--- config.mk ---
export PLATFORM = sky130hd
export DESIGN_NAME = button_debouncer_flat
export DESIGN_NICKNAME = d
export VERILOG_FILES = /design/src/rtl/button_debouncer_if.sv /design/src/rtl/button_debouncer.sv /design/src/flat_wrapper.sv
export SDC_FILE = /design/constraint.sdc
export NUM_CORES = 1
export LEC_CHECK = 0
export ABC_CLOCK_PERIOD_IN_PS = 2000
export CELL_PAD_IN_SITES_DETAIL_PLACEMENT = 0
export CELL_PAD_IN_SITES_GLOBAL_PLACEMENT = 2
export CORE_UTILIZATION = 34
export DETAILED_ROUTE_END_ITERATION = 6
export GPL_TIMING_DRIVEN = 0
export HOLD_SLACK_MARGIN = 0.05
export PLACE_DENSITY = 0.8
export SLEW_MARGIN = 15
export SYNTH_ARGS = -nofsm -noshare
export SYNTH_HDL_FRONTEND = slang
export SYNTH_SLANG_ARGS = --single-unit
--- constraint.sdc ---
create_clock -name clk -period 2 [get_ports clk]
set_input_delay 0.6 -clock clk [delete_from_list [all_inputs] [get_ports clk]]
set_output_delay 0.6 -clock clk [all_outputs]
set_load 0.02 [all_outputs]
--- src/rtl/button_debouncer_if.sv ---
// button_debouncer_if: raw pins in, debounced levels and press/release pulses out.
// BUTTON_DEBOUNCE_LATCH_EN adds the sticky press latch and its clear.
interface button_debouncer_if #(
   parameter int NUM_BUTTONS = 4
);
   logic [NUM_BUTTONS-1:0] button_raw;
   logic [NUM_BUTTONS-1:0] button_state;
   logic [NUM_BUTTONS-1:0] button_press;
   logic [NUM_BUTTONS-1:0] button_release;
`ifdef BUTTON_DEBOUNCE_LATCH_EN
   logic [NUM_BUTTONS-1:0] clear_latched;
   logic [NUM_BUTTONS-1:0] press_latched;
`endif

   modport master (
      input  button_raw,
      output button_state, button_press, button_release
`ifdef BUTTON_DEBOUNCE_LATCH_EN
      , input clear_latched, output press_latched
`endif
   );

   modport slave (
      output button_raw,
      input  button_state, button_press, button_release
`ifdef BUTTON_DEBOUNCE_LATCH_EN
      , output clear_latched, input press_latched
`endif
   );
endinterface

--- src/rtl/button_debouncer.sv ---
// button_debouncer: per-button 2-FF sync + stability-counter debounce with press/release pulses.
// BUTTON_DEBOUNCE_LATCH_EN adds a sticky press latch cleared per bit by clear_latched.
module button_debouncer #(
   parameter int NUM_BUTTONS     = 4,
   parameter int DEBOUNCE_CYCLES = 50000
) (
   input logic                clk,
   input logic                reset,
   button_debouncer_if.master bus
);
   localparam int CNT_WIDTH = $clog2(DEBOUNCE_CYCLES + 1);
   localparam logic [CNT_WIDTH-1:0] CNT_LAST = CNT_WIDTH'(DEBOUNCE_CYCLES - 1);

   typedef enum logic {ST_STABLE, ST_COUNTING} state_t;

   logic [NUM_BUTTONS-1:0]                r_s1;
   logic [NUM_BUTTONS-1:0]                r_s;
   logic [NUM_BUTTONS-1:0]                r_q;
   logic [NUM_BUTTONS-1:0]                r_press;
   logic [NUM_BUTTONS-1:0]                r_release;
   logic [NUM_BUTTONS-1:0][CNT_WIDTH-1:0] r_cnt;

   state_t                                w_fsm [NUM_BUTTONS];
   logic [NUM_BUTTONS-1:0]                w_q_nxt;
   logic [NUM_BUTTONS-1:0]                w_press_nxt;
   logic [NUM_BUTTONS-1:0]                w_release_nxt;
   logic [NUM_BUTTONS-1:0][CNT_WIDTH-1:0] w_cnt_nxt;

   // Synchronizer, debounced level, counters and event pulses
   always_ff @(posedge clk) begin
      if (reset) begin
         r_s1      <= '0;
         r_s       <= '0;
         r_q       <= '0;
         r_press   <= '0;
         r_release <= '0;
         r_cnt     <= '0;
      end else begin
         r_s1      <= bus.button_raw;
         r_s       <= r_s1;
         r_q       <= w_q_nxt;
         r_press   <= w_press_nxt;
         r_release <= w_release_nxt;
         r_cnt     <= w_cnt_nxt;
      end
   end

   // Per channel: count while the synced input disagrees, flip and pulse on the last count
   always_comb begin
      w_q_nxt       = r_q;
      w_press_nxt   = '0;
      w_release_nxt = '0;
      w_cnt_nxt     = '0;
      for (int i = 0; i < NUM_BUTTONS; i++) begin
         w_fsm[i] = (r_s[i] != r_q[i]) ? ST_COUNTING : ST_STABLE;
         if (w_fsm[i] == ST_COUNTING) begin
            if (r_cnt[i] == CNT_LAST) begin
               w_q_nxt[i]       = r_s[i];
               w_press_nxt[i]   = r_s[i];
               w_release_nxt[i] = ~r_s[i];
            end else begin
               w_cnt_nxt[i] = r_cnt[i] + CNT_WIDTH'(1);
            end
         end
      end
   end

   assign bus.button_state   = r_q;
   assign bus.button_press   = r_press;
   assign bus.button_release = r_release;

`ifdef BUTTON_DEBOUNCE_LATCH_EN
   logic [NUM_BUTTONS-1:0] r_latched;

   // Sticky press flag; a press pulse overrides a clear in the same cycle
   always_ff @(posedge clk) begin
      if (reset) r_latched <= '0;
      else       r_latched <= (r_latched & ~bus.clear_latched) | r_press;
   end

   assign bus.press_latched = r_latched;
`endif
endmodule

--- src/flat_wrapper.sv ---
// flat-port wrapper written by rule: the top's interface ports become plain ports
module button_debouncer_flat 
#(
   parameter int NUM_BUTTONS     = 4,
   parameter int DEBOUNCE_CYCLES = 50000
)
  (clk, reset, bus_button_raw, bus_button_state, bus_button_press, bus_button_release);
  button_debouncer_if #(.NUM_BUTTONS(NUM_BUTTONS)) bus_i ();
  input logic clk;
  input logic reset;
  input wire logic [$bits(bus_i.button_raw)-1:0] bus_button_raw;
  output wire logic [$bits(bus_i.button_state)-1:0] bus_button_state;
  output wire logic [$bits(bus_i.button_press)-1:0] bus_button_press;
  output wire logic [$bits(bus_i.button_release)-1:0] bus_button_release;
  assign bus_i.button_raw = bus_button_raw;
  assign bus_button_state = bus_i.button_state;
  assign bus_button_press = bus_i.button_press;
  assign bus_button_release = bus_i.button_release;
  button_debouncer #(.NUM_BUTTONS(NUM_BUTTONS), .DEBOUNCE_CYCLES(DEBOUNCE_CYCLES)) u_core (.clk(clk), .reset(reset), .bus(bus_i));
endmodule
**Word-level counts from Yosys, hierarchy flattened**

Index checks and enable logic that the tools add are counted.

- Flip-flop bits (word level): 84
- Latch bits: 0
- Memory bits (writable): 0
- Memory bits (read-only): 0
- Word-level logic and storage cells: 58
- Memories kept: 0

- Add/sub/neg operators: 4
- $mul: 0
- Div/mod/pow operators: 0
- $lt $le $gt $ge: 0
- Eq/ne operators: 8
- Shift operators: 0
- Multiplexer cells: 4
- Bitwise operators: 12
- Reductions and logical operators: 12

Operators by type and width:

| kind | count |
|---|---|
| $add A16 B1 Y16 const B | 4 |
| $eq A16 B16 Y1 const B | 4 |
| $reduce_or A3 Y1 | 8 |
| $not A1 Y1 | 12 |
| $reduce_and A2 Y1 | 4 |
| $mux W1 | 4 |
| $ne A1 B1 Y1 | 4 |

**Longest topological paths before layout**

- Depth after elaboration: 4
- Mapped depth: 7

**Least setup slack after synthesis**

OpenSTA, ideal clock, no wires.

- Path kind: flip-flop to flip-flop
- From: register u_core.r_cnt[11] (netlist name)
- To: register u_core.r_cnt[15] (netlist name)
- Setup time: 0.115 ns
- Arrival time: 1.753 ns
- Data required time: 1.885 ns
- Slack: 0.132 ns
- Cell stages (with the launch flop): 6
- Buffers on the path: 1
- Cell sequence: dfxtp_1 or4_4 or4_4 o21ai_4 buf_6 nor2_1

- Word-level cells in the longest chain between the ends: 2
- Elaborated cells between the ends (all ways): 3
- Those cells by class: add/sub: 1; eq/ne: 1; reduce/logical: 1

Ends and longest elaborated chain:

| what | line | RTL |
|---|---|---|
| start, declared | button_debouncer.sv:21 | `logic [NUM_BUTTONS-1:0][CNT_WIDTH-1:0] r_cnt;` |
| start signal, assigned | button_debouncer.sv:44 | `r_cnt <= w_cnt_nxt;` |
| parallel branches: the longest is 2 deep, another holds $add A16 B1 Y16 | -- |  |

Parallel ways; which one is timed is not known.
A chain may end at the register's enable or synchronous reset.

**Final worst setup path**

- From: register u_core.r_q[1] (netlist: u_core.bus.button_state[1])
- To: output bus_button_state[1]

RTL lines:

| what | line | RTL |
|---|---|---|
| start, declared | button_debouncer.sv:18 | `logic [NUM_BUTTONS-1:0] r_q;` |
| start signal, assigned | button_debouncer.sv:41 | `r_q <= w_q_nxt;` |
| end, declared | flat_wrapper.sv:12 | `output wire logic [$bits(bus_i.button_state)-1:0] bus_button_state;` |

No word-level cell between the ends.

==> flow_summary.ini <==
[global_route]
grt_first_pass_wirelength_um = 10800
grt_usage = 0.131
first_global_vias = 2371
grt_overflow = 0
grt_antenna_before_repair = 0
grt_start_max_net_pins = 15

[logic_synthesis]
synth.largest_area_cell = sky130_fd_sc_hd__dfxtp_1
muxShareOfSynthArea = 0.00869
synth_top_family_by_area = simple AND/OR/NAND/NOR gates
synth.yosys.warnings = 0
synth_compound_area_frac = 0.0119
postSynth.asyncResetShare = 0
post_synth_edffs = 0
synth_top_cells_by_area = sky130_fd_sc_hd__dfxtp_1 49%, sky130_fd_sc_hd__xnor2_1 13%, sky130_fd_sc_hd__nor2_1 8.0%
synth_cell_types = 31
synth_xor_xnor_area_share = 0.147
yosysTopAreaCellShare = 0.487
post_synth_fa_ha_maj_area_fraction = 0.0145
post_synth.cell_area_avg_um2 = 9.09
ys_seq_elements = 84
netlist_instances = 380
post_synthesis_instance_area_mm2 = 0.00346
synth_flop_cell = sky130_fd_sc_hd__dfxtp_1
postSynthNetCount = 390
post_synth_and_or_nand_nor_area_fraction = 0.304
proportion_of_synthesized_chip_area_in_sequential_cells = 0.487

[pwr]
share_seq_of_total_power = 0.587
power.clock.fraction = 0.397
totalPowerFinal_w = 0.00288
p_int_w = 0.00222
reported_leakage_power_nw = 1.22
p_sw_frac = 0.227
power_density_mw_per_mm2 = 713
power_switching_w = 0.000653
p_comb_frac = 0.017
ir_worst_vdd_uv = 325

[floorplanning]
core_region_area_mm2 = 0.00982
top_level_ports = 18
die-width_um = 103
chipHeight_um = 103
placementRows = 36
initial_utilization = 0.352
die-area_mm2 = 0.0106

[detailed_routing]
drt_first_iter_violations = 57
route.layer.met1.wl_um = 3260
wl_per_cell_um = 11.7
top_signal_layer_used = met4
drt-vias-per-instance = 4.67
route.final.wire_length_um = 6380
dr_total_vias = 2554
first_pass_iters = 4
met3RoutedLength_um = 214
remaining_drc_errors = 0
ant_nets = 0
wl_met2_um = 2830

[finish]
post_layout_instance_count_excluding_filler_cells = 547
layout-drive-gt1-share = 0.0870
finalNetCount = 419
final-seq-area_mm2 = 0.00169
area_growth_pct = 16.7
num_antenna_cells = 0
layout.core_utilization = 0.411
multi_input_area_mm2 = 0.00171
layout_commonest_cell = sky130_fd_sc_hd__dfxtp_1
final.fill_count = 1028
layout_common_cells = 79 x sky130_fd_sc_hd__dfxtp_1, 74 x sky130_fd_sc_hd__nor2_1, 50 x sky130_fd_sc_hd__xnor2_1

[timing]
worst_clock_skew_ns = 0.0148
maxSlewViolCount = 0
finalCritPeriodShare = 0.973
max_freq_mhz = 514
period_minus_slack_ns = 1.95
measured_slew_at_the_worst_slew_check_pin_ns = 0.553
finalSetupViolCount = 0
slew_headroom = 0.631
hold_viol = 0

[setup_path]
timing.critical_path.from_type = flop
worst-path-max-fanout = 3
ff2ff_path_depth = 5
worst_path_max_delay_cell = sky130_fd_sc_hd__clkdlybuf4s50_1
setup.worst_path.end_class = primary output
crit_path_cell_trace = clkdlybuf4s50_1
critical_path.n_buffers_inverters = 1
timing.critical_path.arrival_ns = 1.35
cp_data_required_time_ns = 1.40
slowest_delay_ns = 0.62
worst_path_dominant_cell_family = buffers and inverters
worst-setup-path-type = reg2out
cp_num_cells = 1

[clock_tree]
cts.sinks = 84
clk-insertion-delay-late_ns = 0.36
ctsHoldBuffers = 0
tritoncts_clock_tree = done
cts_root_buf = sky130_fd_sc_hd__clkbuf_8
ctsHtreeMaxLevel = 3
cts.reportedPaths.clkPinSlew_ns = 0.08
cts_max_path_buffers = 2
cts_inserted_buffers = 9

[status]
status = completed

[hold_path]
hold_path_depth = 1
hold_path.class = reg2reg

[placed_design]
count_of_buffers_inserted_at_the_top_level_ports = 17
hpwlAfterDp_um = 4350
placed_cells_incl_taps = 530
finalWeightedCongestion = 0.734

[run]
maxCapViolCount = 0
worst paths after layout:
kind / startpoint / endpoint / slack (ns)
setup / recovery: u_core.bus.button_state[1] / bus_button_state[1] / 0.05
hold reg to reg: u_core.r_s1[1] / u_core.r_s[1] / 0.43
setup reg to reg: u_core.r_cnt[11] / u_core.r_cnt[9] / 0.06
hold / removal: u_core.r_s1[1] / u_core.r_s[1] / 0.43
what timing repair did:
item,CTS,global route
pin swaps,1,1
gates cloned,0,1
resized for setup,2,17
setup buffers,1,0
endpoints found under the setup margin,21,48
cell usage after synthesis, types with 5 or more instances:
library cell               instances
sky130_fd_sc_hd__nand2b_1          6
sky130_fd_sc_hd__nor2_1           74
sky130_fd_sc_hd__and3_1            5
sky130_fd_sc_hd__nor4_1           20
sky130_fd_sc_hd__nand4_1          15
sky130_fd_sc_hd__xnor2_1          50
sky130_fd_sc_hd__nand2_1          15
sky130_fd_sc_hd__dfxtp_1          84
sky130_fd_sc_hd__nor2b_1           8
sky130_fd_sc_hd__nand3_1          22
sky130_fd_sc_hd__xor2_1            8
sky130_fd_sc_hd__nor3_1           21
sky130_fd_sc_hd__inv_1            13
sky130_fd_sc_hd__clkbuf_1          5
state kept, by name, indices dropped and copies added, names as in the netlist:
signal / flops
u_core.r_cnt: 64
u_core.bus.button_press: 4
u_core.bus.button_release: 4
u_core.bus.button_state: 4
u_core.r_s1: 4
u_core.r_s: 4
kinds of logic (layout without fill, tap and decap cells):
group	count (synthesis)	after routing
simple gates	204	204
flops	84	84
xor+xnor	58	58
buf+inv	21	55
compound gates	6	6
fa+ha+maj	4	4
mux	3	3
power by group through the flow:
| stage | Combinational (W) | Clock, W | Sequential, W |
|---|---|---|---|
| global route | 0.0000543 | 0.00125 | 0.00169 |
| floorplan | 0.0000280 | 0 | 0.00172 |
| global placement | 0.0000477 | 0 | 0.00173 |
| finish | 0.0000481 | 0.00114 | 0.00169 |
| CTS | 0.0000485 | 0.00118 | 0.00169 |
| detailed placement | 0.0000475 | 0 | 0.00173 |
final cells by class:
class	count	share of cell area
Buffer	7	0.0115
Clock buffer	11	0.0375
Clock inverter	5	0.00838
Inverter	13	0.0121
Multi-Input combinational cell	275	0.424
Sequential cell	84	0.419
Tap cell	133	0.0413
Timing Repair Buffer	19	0.0469
metal layers:
| metal | vias up | track usage |
|---|---|---|
| met5 | - | 0 |
| met4 | 0 | 0.0520 |
| met3 | 8 | 0.0434 |
| met2 | 25 | 0.208 |
| met1 | 1158 | 0.166 |
| li1 | 1363 | - |
through the flow:
stage / TNS [ns] / hold slack [ns] / cell area [um2] / worst slack, ns
final: 0 / 0.433 / 4030 / 0.0547
after global routing: -0.0141 / 0.452 / 4030 / -0.00583
after CTS: 0 / 0.437 / 3990 / 0.0117
after detailed placement: -7.78 / 0.423 / 3790 / -0.229
after global placement: -8.49 / 0.422 / 3790 / -0.218
after floorplan: 0 / 0.414 / 3460 / 0.132
Note: power is estimated with default switching activity, not from simulation.
